===== src/rtl/head_edit_ctrl.sv =====
// head_edit_ctrl
// Per-packet sequencer for the header-edit datapath (Encap_Head / Decap_Head).
// Edit commands are queued in a small FIFO. Before each packet one command is
// loaded into registered configuration outputs, which then stay stable for
// every beat of that packet. Upstream beats are only accepted while a command
// is committed (ARMED/ACTIVE). Framing violations raise a sticky error flag.

module head_edit_ctrl #(
    parameter int CMD_DEPTH = 4,    // command FIFO depth, power of 2, >= 2
    parameter int HOFF_W    = 6,    // metaDataOffset width
    parameter int LEN_W     = 7,    // encap/decap length width
    parameter int ENC_W     = 128   // encap field width
) (
    input  logic              i_clk,
    input  logic              i_rst_n,

    // command push interface
    input  logic              i_cmd_valid,
    output logic              o_cmd_ready,
    input  logic [1:0]        i_cmd_op,
    input  logic [LEN_W-1:0]  i_cmd_len,
    input  logic [3:0]        i_cmd_sliceOff,
    input  logic [HOFF_W-1:0] i_cmd_dataOff,
    input  logic [ENC_W-1:0]  i_cmd_field,

    // packet beat handshake
    input  logic              i_pkt_valid,
    input  logic              i_pkt_start,
    input  logic              i_pkt_tail,
    output logic              o_pkt_ready,

    // configuration to the datapath
    output logic              o_encapEn,
    output logic              o_decapEn,
    output logic [LEN_W-1:0]  o_encapLength,
    output logic [LEN_W-1:0]  o_decapLength,
    output logic [3:0]        o_metaSliceOffset,
    output logic [HOFF_W-1:0] o_metaDataOffset,
    output logic [ENC_W-1:0]  o_encapField,

    // status
    output logic              o_busy,
    output logic              o_err,
    output logic [15:0]       o_pkt_cnt
);

    // ------------------------------------------------------------------
    // Constants
    // ------------------------------------------------------------------
    localparam int PTR_W = (CMD_DEPTH > 1) ? $clog2(CMD_DEPTH) : 1;
    localparam int CNT_W = PTR_W + 1;
    localparam logic [CNT_W-1:0] FULL_CNT = CNT_W'(CMD_DEPTH);

    localparam logic [1:0] ST_IDLE   = 2'd0;
    localparam logic [1:0] ST_LOAD   = 2'd1;
    localparam logic [1:0] ST_ARMED  = 2'd2;
    localparam logic [1:0] ST_ACTIVE = 2'd3;

    localparam logic [1:0] OP_ENCAP = 2'b01;
    localparam logic [1:0] OP_DECAP = 2'b10;

    // ------------------------------------------------------------------
    // Command FIFO storage and bookkeeping
    // ------------------------------------------------------------------
    logic [1:0]        fifo_op    [CMD_DEPTH];
    logic [LEN_W-1:0]  fifo_len   [CMD_DEPTH];
    logic [3:0]        fifo_slice [CMD_DEPTH];
    logic [HOFF_W-1:0] fifo_doff  [CMD_DEPTH];
    logic [ENC_W-1:0]  fifo_field [CMD_DEPTH];

    logic [PTR_W-1:0]  wr_ptr;
    logic [PTR_W-1:0]  rd_ptr;
    logic [CNT_W-1:0]  count;
    logic              cmd_ready_en;
    logic              push;
    logic              pop;

    // FSM and handshake
    logic [1:0]        state;
    logic [1:0]        state_next;
    logic              accept;
    logic [1:0]        cnt_inc;
    logic              err_set;

    // FIFO head, decoded for the LOAD cycle
    logic [1:0]        head_op;
    logic [LEN_W-1:0]  head_len;
    logic [3:0]        head_slice;
    logic [HOFF_W-1:0] head_doff;
    logic [ENC_W-1:0]  head_field;
    logic              head_is_encap;
    logic              head_is_decap;

    // ------------------------------------------------------------------
    // Handshake signals
    // ------------------------------------------------------------------
    // Ready follows the current occupancy only: a pop in the same cycle does
    // not open a slot until the next cycle. cmd_ready_en keeps it low while
    // in reset and for the edge that leaves reset.
    assign o_cmd_ready = cmd_ready_en && (count != FULL_CNT);
    assign push        = i_cmd_valid && o_cmd_ready;
    assign pop         = (state == ST_LOAD);

    assign o_pkt_ready = (state == ST_ARMED) || (state == ST_ACTIVE);
    assign accept      = i_pkt_valid && o_pkt_ready;
    assign o_busy      = (state != ST_IDLE);

    assign head_op       = fifo_op[rd_ptr];
    assign head_len      = fifo_len[rd_ptr];
    assign head_slice    = fifo_slice[rd_ptr];
    assign head_doff     = fifo_doff[rd_ptr];
    assign head_field    = fifo_field[rd_ptr];
    assign head_is_encap = (head_op == OP_ENCAP);
    assign head_is_decap = (head_op == OP_DECAP);

    // Write pushed commands into storage.
    // NOTE: the storage array has no reset; occupancy is tracked by the
    // pointers and count, which are reset, so stale contents are never read.
    always_ff @(posedge i_clk) begin
        if (push) begin
            fifo_op[wr_ptr]    <= i_cmd_op;
            fifo_len[wr_ptr]   <= i_cmd_len;
            fifo_slice[wr_ptr] <= i_cmd_sliceOff;
            fifo_doff[wr_ptr]  <= i_cmd_dataOff;
            fifo_field[wr_ptr] <= i_cmd_field;
        end
    end

    // FIFO pointers and occupancy; reset flushes every queued command.
    // NOTE: sequential state is updated with non-blocking assignments so all
    // flops sample the same pre-edge values regardless of block ordering.
    always_ff @(posedge i_clk or negedge i_rst_n) begin
        if (!i_rst_n) begin
            wr_ptr       <= '0;
            rd_ptr       <= '0;
            count        <= '0;
            cmd_ready_en <= 1'b0;
        end else begin
            cmd_ready_en <= 1'b1;
            if (push) begin
                wr_ptr <= wr_ptr + PTR_W'(1);
            end
            if (pop) begin
                rd_ptr <= rd_ptr + PTR_W'(1);
            end
            case ({push, pop})
                2'b10:   count <= count + CNT_W'(1);
                2'b01:   count <= count - CNT_W'(1);
                default: count <= count;
            endcase
        end
    end

    // Next-state, packet-completion and framing-error decode.
    // NOTE: every output of this block gets a default first so no path
    // leaves a variable unassigned and no latch is inferred.
    always_comb begin
        state_next = state;
        cnt_inc    = 2'd0;
        err_set    = 1'b0;
        case (state)
            ST_IDLE: begin
                if (count != '0) begin
                    state_next = ST_LOAD;
                end
            end
            ST_LOAD: begin
                state_next = ST_ARMED;
            end
            ST_ARMED: begin
                if (accept) begin
                    if (!i_pkt_start) begin
                        // Beat without a start: flag it, keep the command.
                        err_set = 1'b1;
                    end else if (i_pkt_tail) begin
                        cnt_inc    = 2'd1;
                        state_next = ST_IDLE;
                    end else begin
                        state_next = ST_ACTIVE;
                    end
                end
            end
            ST_ACTIVE: begin
                if (accept) begin
                    if (i_pkt_start) begin
                        // A start mid-packet closes the interrupted packet
                        // and opens a new one under the same config.
                        err_set = 1'b1;
                        cnt_inc = 2'd1;
                    end
                    if (i_pkt_tail) begin
                        cnt_inc    = cnt_inc + 2'd1;
                        state_next = ST_IDLE;
                    end
                end
            end
            default: begin
                state_next = ST_IDLE;
            end
        endcase
    end

    // State register, sticky error flag and packet counter.
    always_ff @(posedge i_clk or negedge i_rst_n) begin
        if (!i_rst_n) begin
            state     <= ST_IDLE;
            o_err     <= 1'b0;
            o_pkt_cnt <= 16'd0;
        end else begin
            state     <= state_next;
            if (err_set) begin
                o_err <= 1'b1;
            end
            o_pkt_cnt <= o_pkt_cnt + 16'(cnt_inc);
        end
    end

    // Configuration registers: loaded only in LOAD, held through IDLE so the
    // datapath can drain under the previous packet's configuration.
    always_ff @(posedge i_clk or negedge i_rst_n) begin
        if (!i_rst_n) begin
            o_encapEn         <= 1'b0;
            o_decapEn         <= 1'b0;
            o_encapLength     <= '0;
            o_decapLength     <= '0;
            o_metaSliceOffset <= '0;
            o_metaDataOffset  <= '0;
            o_encapField      <= '0;
        end else if (state == ST_LOAD) begin
            o_encapEn         <= head_is_encap;
            o_decapEn         <= head_is_decap;
            o_encapLength     <= head_is_encap ? head_len : '0;
            o_decapLength     <= head_is_decap ? head_len : '0;
            o_metaSliceOffset <= head_slice;
            o_metaDataOffset  <= head_doff;
            o_encapField      <= head_is_encap ? head_field : '0;
        end
    end

endmodule


===== config.mk =====
export PLATFORM = sky130hd
export DESIGN_NAME = head_edit_ctrl
export DESIGN_NICKNAME = d
export VERILOG_FILES = /design/src/rtl/head_edit_ctrl.sv
export SDC_FILE = /design/constraint.sdc
export NUM_CORES = 1
export LEC_CHECK = 0
export CORE_MARGIN = 4
export CORE_UTILIZATION = 60
export DETAILED_ROUTE_END_ITERATION = 10
export PLACE_DENSITY = 0.85
export SYNTH_ARGS = -nofsm -noshare
export SYNTH_HDL_FRONTEND = slang
export SYNTH_SLANG_ARGS = --single-unit

===== constraint.sdc =====
create_clock -name i_clk -period 11.6 [get_ports i_clk]
set_input_delay 1.16 -clock i_clk [delete_from_list [all_inputs] [get_ports i_clk]]
set_output_delay 1.16 -clock i_clk [all_outputs]
set_load 0.1 [all_outputs]

==> results.yml, run 1 <==
global_route:
  use_met1_pct: 34.7
  grt_pass1_wl_um: 96900
  grt_util_all_layers_pct: 25.3
  use_met3_pct: 5.50
  grt_max_degree: 114
  met2_usage_pct: 41.1
  antenna_found_initial: 12
  grt_most_used_layer: "met2"
  grt_overflow_total: 0
  grt_pass1_vias: 15900
detailed_routing:
  wire_per_inst_um: 25.0
  drc_errors: 0
  first_pass_iters: 5
  first_iter_violations: 1484
  via_per_inst: 6.00
  drt_wl_total_um: 63900
  postRouteAntennaNets: 0
  num_vias: 15400
final_layout:
  drive_gt1_share_pct: 16.8
  multi_input_area_um2: 5990
  synthToLayoutAreaGrowth_pct: 22.1
  seq_area_um2: 22200
  final_area_um2: 34900
  num-fill-cells: 2607
  final_nets: 2048
clock_tree:
  cts_hold_buf: 0
  clk-insertion-delay-late_ns: 0.60
  cts_tree: "yes"
  cts.sinks: 769
  cts_repair_resize_count: 0
  h-tree-depth: 3
  cts_buffers: 76
  clockRootBuffer: "clkbuf_16"
  post_cts_buffers: 0
  path_clk_slew_ns: 0.06
  cts.path.max_buffers: 3
pwr:
  p_leak_nw: 12.2
  powerDensity_nw_per_um2: 295
  ir_drop_mv: 0.260
critical_path:
  path_max_fanout: 6
  rrSetupSlack_ns: 8.19
  cp_data_required_time_ns: 10.44
  startpoint: "count[0]"
  worstSetupEndpoint: "o_cmd_ready"
  cp_data_arrival_time_ns: 2.79
  reg2reg_from: "rd_ptr[1]"
  crit_path_start_kind: "flip-flop"
  crit_path_end_kind: "output port"
  rr_worst_depth: 4
  critPathKind: "reg2out"
  r2r-end: "o_encapField[104]"
synth:
  synth-seq-cells: 769
  ys.flop_type: "edfxtp_1"
  postSynthCellCount: 1547
  yosys-top-cells-area: "edfxtp_1, dfrtp_1, mux4_2"
  synth_edf_count: 588
  syn-mean-instance-area_um2: 18.5
  async_flop_share_pct: 23.5
  ys_seq_area_share_pct: 77.6
  ys_types: 36
  yosys.area.top_type_share_pct: 61.8
  yosys.area.top_type: "edfxtp_1"
  syn_nets: 1710
  syn-cell-area_um2: 28600
  yosysWarnings: 0
sta:
  tns_ns: 0
  setup_viol: 0
  slew_headroom_pct: 23.8
  maxSlewViolCount: 0
  clock_skew_ns: 0.0134
  worstMarginPinSlew_ns: 1.14
  whs_ns: 0.471
  clock.fmax_mhz: 253
  post-route-min-period_ns: 3.95
  period_share_pct: 34.1
  rsz0062_at_grt: "no"
  hold_viol_final: 0
place:
  gp_congestion: 0.807
  place_area_um2: 32400
  buffer_ports.inserted: 326
  hpwlAfterDp_um: 36800
floorplan:
  start_util_pct: 61.0
  die_w_um: 226
  num_rows: 79
  design.die.area_um2: 51200
  num_io_pins: 327
  core_region_area_um2: 46900
  die_y_um: 226
worst_hold_path:
  hp-class: "reg2reg"
run_status:
  status: "finished clean"
run:
  maxCapViolCount: 0
## layout by cell type (no fill, tap or decap), types with 2 or more instances in the layout
cell type / count
edfxtp_1: 588
clkdlybuf4s50_1: 325
nand2_1: 320
dfrtp_1: 179
mux4_2: 147
o21ai_0: 106
clkbuf_16: 79
o21ai_2: 40
buf_4: 18
clkbuf_1: 17
xnor2_1: 14
inv_1: 12
clkinv_1: 12
clkbuf_8: 12
clkinv_2: 9
diode_2: 8
ha_1: 8
xor2_1: 7
nand4_1: 6
nor2_1: 5
bufinv_16: 5
and3_4: 4
clkinvlp_4: 3
nor3_1: 2
and3b_1: 2
nand2b_4: 2
fa_1: 2
dfrtp_4: 2
## cell usage after synthesis (8+ instances only)
cell type / number
buf_2: 18
clkbuf_1: 50
dfrtp_1: 181
edfxtp_1: 588
ha_1: 8
inv_1: 13
mux4_2: 147
nand2_1: 320
o21ai_0: 106
o21ai_2: 40
xnor2_1: 14
## where the power goes
group	switching, W	internal [W]	leakage (nW)
Sequential	0.000293	0.00347	7.74
Combinational	0.00297	0.00112	3.23
Clock	0.000988	0.00143	1.21
## stage by stage
| stage | setup WS [ns] | power [W] | util, % | std cells |
|---|---|---|---|---|
| global route | 7.52 | 0.0107 | 74.5 | 2558 |
| finish | 7.65 | 0.0103 | 74.5 | 2560 |
| detailed placement | 7.98 | 0.00791 | 69.1 | 2414 |
| global placement | 8.05 | 0.00783 | 69.1 | 2414 |
| CTS | 7.63 | 0.0104 | 74.4 | 2552 |
| floorplan | 5.24 | 0.00687 | - | 1547 |
## registers in the layout, indices dropped and copies added, names as in the netlist, 3 cells and up
name and cells:
fifo_doff 24, o_metaSliceOffset 4, fifo_len 28, o_decapLength 7
fifo_op 8, o_encapField 128, o_pkt_cnt 16, o_metaDataOffset 6
fifo_field 512, fifo_slice 16, count 3, o_encapLength 7
## cells by family after synthesis
family | synth area share [%]
muxes | 11.7
buffers and inverters | 1.56
adders and majority gates | 0.490
DFF | 77.6
and+or+nand+nor | 4.80
AOI/OAI and AO/OA | 3.23
xor gates and xnor gates | 0.643
other | 0.0131
## worst min-delay path by stage
| stage | startpoint | end | cells past startpoint |
|---|---|---|---|
| 3_3_place_gp | o_pkt_cnt[15] | o_pkt_cnt[15] | 1 |
| 2_1_floorplan | count[2] | count[2] | 1 |
| 3_5_place_dp | o_pkt_cnt[15] | o_pkt_cnt[15] | 1 |
| 6_report | o_pkt_cnt[15] | o_pkt_cnt[15] | 1 |
| 5_1_grt | o_pkt_cnt[15] | o_pkt_cnt[15] | 1 |
| 4_1_cts | o_pkt_cnt[15] | o_pkt_cnt[15] | 1 |
## metal layers
| metal | up-vias | part of all wire, % |
|---|---|---|
| met5 | - | 0.11 |
| met4 | 10 | 3.5 |
| met3 | 140 | 7.2 |
| met2 | 651 | 51 |
| met1 | 7980 | 38 |
| li1 | 6582 | - |
## final cells by class
class                   count  share of cell area [%]
repair buffers            344                    9.75
well taps                 607                    2.18
inverters                  13                   0.147
diodes                      8                  0.0574
clock inverters            31                   0.825
clock buffers             107                    6.28
multi-input cells         681                    17.2
flip-flops and latches    769                    63.6
## critical path, stage by stage, from the launching register on
cell and delay [ns]:
dfrtp_1 0.39, inv_1 0.09, a31oi_1 0.45, clkdlybuf4s50_1 1.26
No activity file was read; power rests on OpenSTA's default activity.
==> inputs of run 2 (changes only) <==
- CORE_UTILIZATION: 60 -> 50
- PLACE_DENSITY: 0.85 -> 0.75
- clock period: 11.6 -> 3.5 ns (I/O delays scaled with it)
==> results.yml, run 2 (same netlist as run 1, synthesis figures left out) <==
detailed_routing:
  drc_errors: 0
  drt_wl_total_um: 62000
  num_vias: 15000
  first_pass_iters: 6
  postRouteAntennaNets: 0
  via_per_inst: 5.49
  wire_per_inst_um: 22.6
  first_iter_violations: 1084
sta:
  hold_viol_final: 0
  post-route-min-period_ns: 2.75
  slew_headroom_pct: 26.9
  clock.fmax_mhz: 363
  finalWorstSetupSlack_ns: 0.745
  setup_viol: 0
  tns_ns: 0
  clock_skew_ns: 0.0279
  period_share_pct: 78.7
  rsz0062_at_grt: "no"
  worstMarginPinSlew_ns: 1.09
  maxSlewViolCount: 0
floorplan:
  start_util_pct: 50.6
  core_region_area_um2: 56500
  die_w_um: 247
  die_y_um: 247
  num_io_pins: 327
  design.die.area_um2: 61100
  num_rows: 87
global_route:
  grt_overflow_total: 0
  use_met3_pct: 4.97
  grt_util_all_layers_pct: 20.7
  use_met1_pct: 27.0
  grt_pass1_wl_um: 96100
  grt_max_degree: 159
  grt_most_used_layer: "met2"
  grt_pass1_vias: 16100
  antenna_found_initial: 11
  met2_usage_pct: 34.7
final_layout:
  largest_register_ffs: 512
  final_nets: 2070
  drive_gt1_share_pct: 18.1
  post-route-util_pct: 63.0
  synthToLayoutAreaGrowth_pct: 24.5
  layout_commonest_cell: "edfxtp_1"
  most-common-layout-cells: "edfxtp_1, clkdlybuf4s50_1, nand2_1"
  largest_registers: "fifo_field: 512 flops, o_encapField: 128 flops, fifo_len: 28 flops"
  top_register: "fifo_field"
critical_path:
  reg2reg_from: "rd_ptr[0]"
  crit_path_start_kind: "flip-flop"
  cp_num_buf_inv: 1
  path_max_fanout: 8
  path_cells: "or2_2 -> clkdlybuf4s50_1"
  slowest_delay_ns: 1.12
  cp_data_arrival_time_ns: 2.40
  r2r-end: "o_encapField[3]"
  rrSetupSlack_ns: 1.08
  rr_worst_depth: 4
  path_delay_family: "buffers and inverters"
  cp_data_required_time_ns: 3.15
  cp_slowest_cell: "clkdlybuf4s50_1"
  crit_path_end_kind: "output port"
  critPathKind: "reg2out"
clock_tree:
  clockRootBuffer: "clkbuf_16"
  post_cts_buffers: 0
  cts_tree: "yes"
  cts_repair_resize_count: 0
  cts_buffers: 78
  h-tree-depth: 3
  clk-insertion-delay-late_ns: 0.61
  cts_hold_buf: 1
  cts.sinks: 769
  path_clk_slew_ns: 0.06
  cts.path.max_buffers: 3
place:
  buffer_ports.inserted: 326
  gp_congestion: 0.765
  post-place-ws_ns: 0.738
  hpwlAfterDp_um: 35500
pwr:
  p_int_w: 0.0205
  p_leak_nw: 12.4
  ir_drop_mv: 1.32
  powerDensity_nw_per_um2: 970
  seq_power_share_pct: 35.7
  p_switching_w: 0.0141
  p_clk_share_pct: 24.4
  p_sw_share_pct: 40.8
  pwr-share-comb_pct: 40.0
  power_w: 0.0345
worst_hold_path:
  hp-class: "in2async"
run_status:
  status: "finished clean"
run:
  maxCapViolCount: 0
==> run 2: cell types whose count changed in the layout (fill, tap and decap cells not counted), moves of 2 or more <==
cell	before	now
buf_12	0	15
buf_4	18	23
bufinv_16	5	7
clkbuf_16	79	82
clkinv_1	12	8
clkinv_2	9	11
clkinvlp_4	3	5
diode_2	8	10
==> run 2: how the worst max path moves through the flow <==
stage,startpoint,end,slack [ns],cells after the start
6_report,state[0],o_busy,0.75,2
5_1_grt,state[0],o_busy,0.65,2
4_1_cts,state[0],o_busy,0.69,2
3_5_place_dp,i_pkt_start,o_pkt_cnt[14],0.74,10
3_3_place_gp,i_pkt_start,o_pkt_cnt[10],0.79,10
2_1_floorplan,count[0],fifo_doff[1][0],-0.48,3
==> run 2: final cells by class <==
| cell class | count | area [µm²] |
|---|---|---|
| Antenna cell | 10 | 25.0 |
| Clock buffer | 112 | 2280 |
| Clock inverter | 34 | 367 |
| Fill cell | 3857 | 20900 |
| Inverter | 13 | 51.3 |
| Multi-Input combinational cell | 681 | 6000 |
| Sequential cell | 769 | 22200 |
| Tap cell | 756 | 946 |
| Timing Repair Buffer | 364 | 3740 |
==> run 2: power by group through the flow <==
| stage | clock network (W) | logic [W] | registers [W] |
|---|---|---|---|
| after floorplan | 0 | 0.00469 | 0.0180 |
| after global routing | 0.00903 | 0.0145 | 0.0125 |
| after global placement | 0 | 0.0138 | 0.0124 |
| final | 0.00841 | 0.0138 | 0.0123 |
| after detailed placement | 0 | 0.0139 | 0.0125 |
| after CTS | 0.00859 | 0.0140 | 0.0123 |
==> run 2: worst register-to-register path, stage by stage (launching register included) <==
cell and delay, ns:
dfrtp_4 0.68, mux4_2 0.61, nand2b_4 0.43, buf_4 0.40, o21ai_0 0.16
==> run 2: stage by stage <==
step | area (µm²) | hold WS, ns | cells
6_report | 35600 | 0.251 | 2739
5_1_grt | 35600 | 0.269 | 2735
4_1_cts | 35600 | 0.242 | 2729
3_5_place_dp | 32900 | 0.331 | 2582
3_3_place_gp | 32900 | 0.335 | 2582
2_1_floorplan | 28600 | 0.0544 | 1547
==> run 2: metal layers <==
| metal | share of wire (%) | vias to the layer above |
|---|---|---|
| met3 | 6.7 | 98 |
| met2 | 51 | 442 |
| met1 | 40 | 7865 |
| met5 | 0.068 | - |
| li1 | - | 6637 |
| met4 | 2.5 | 6 |
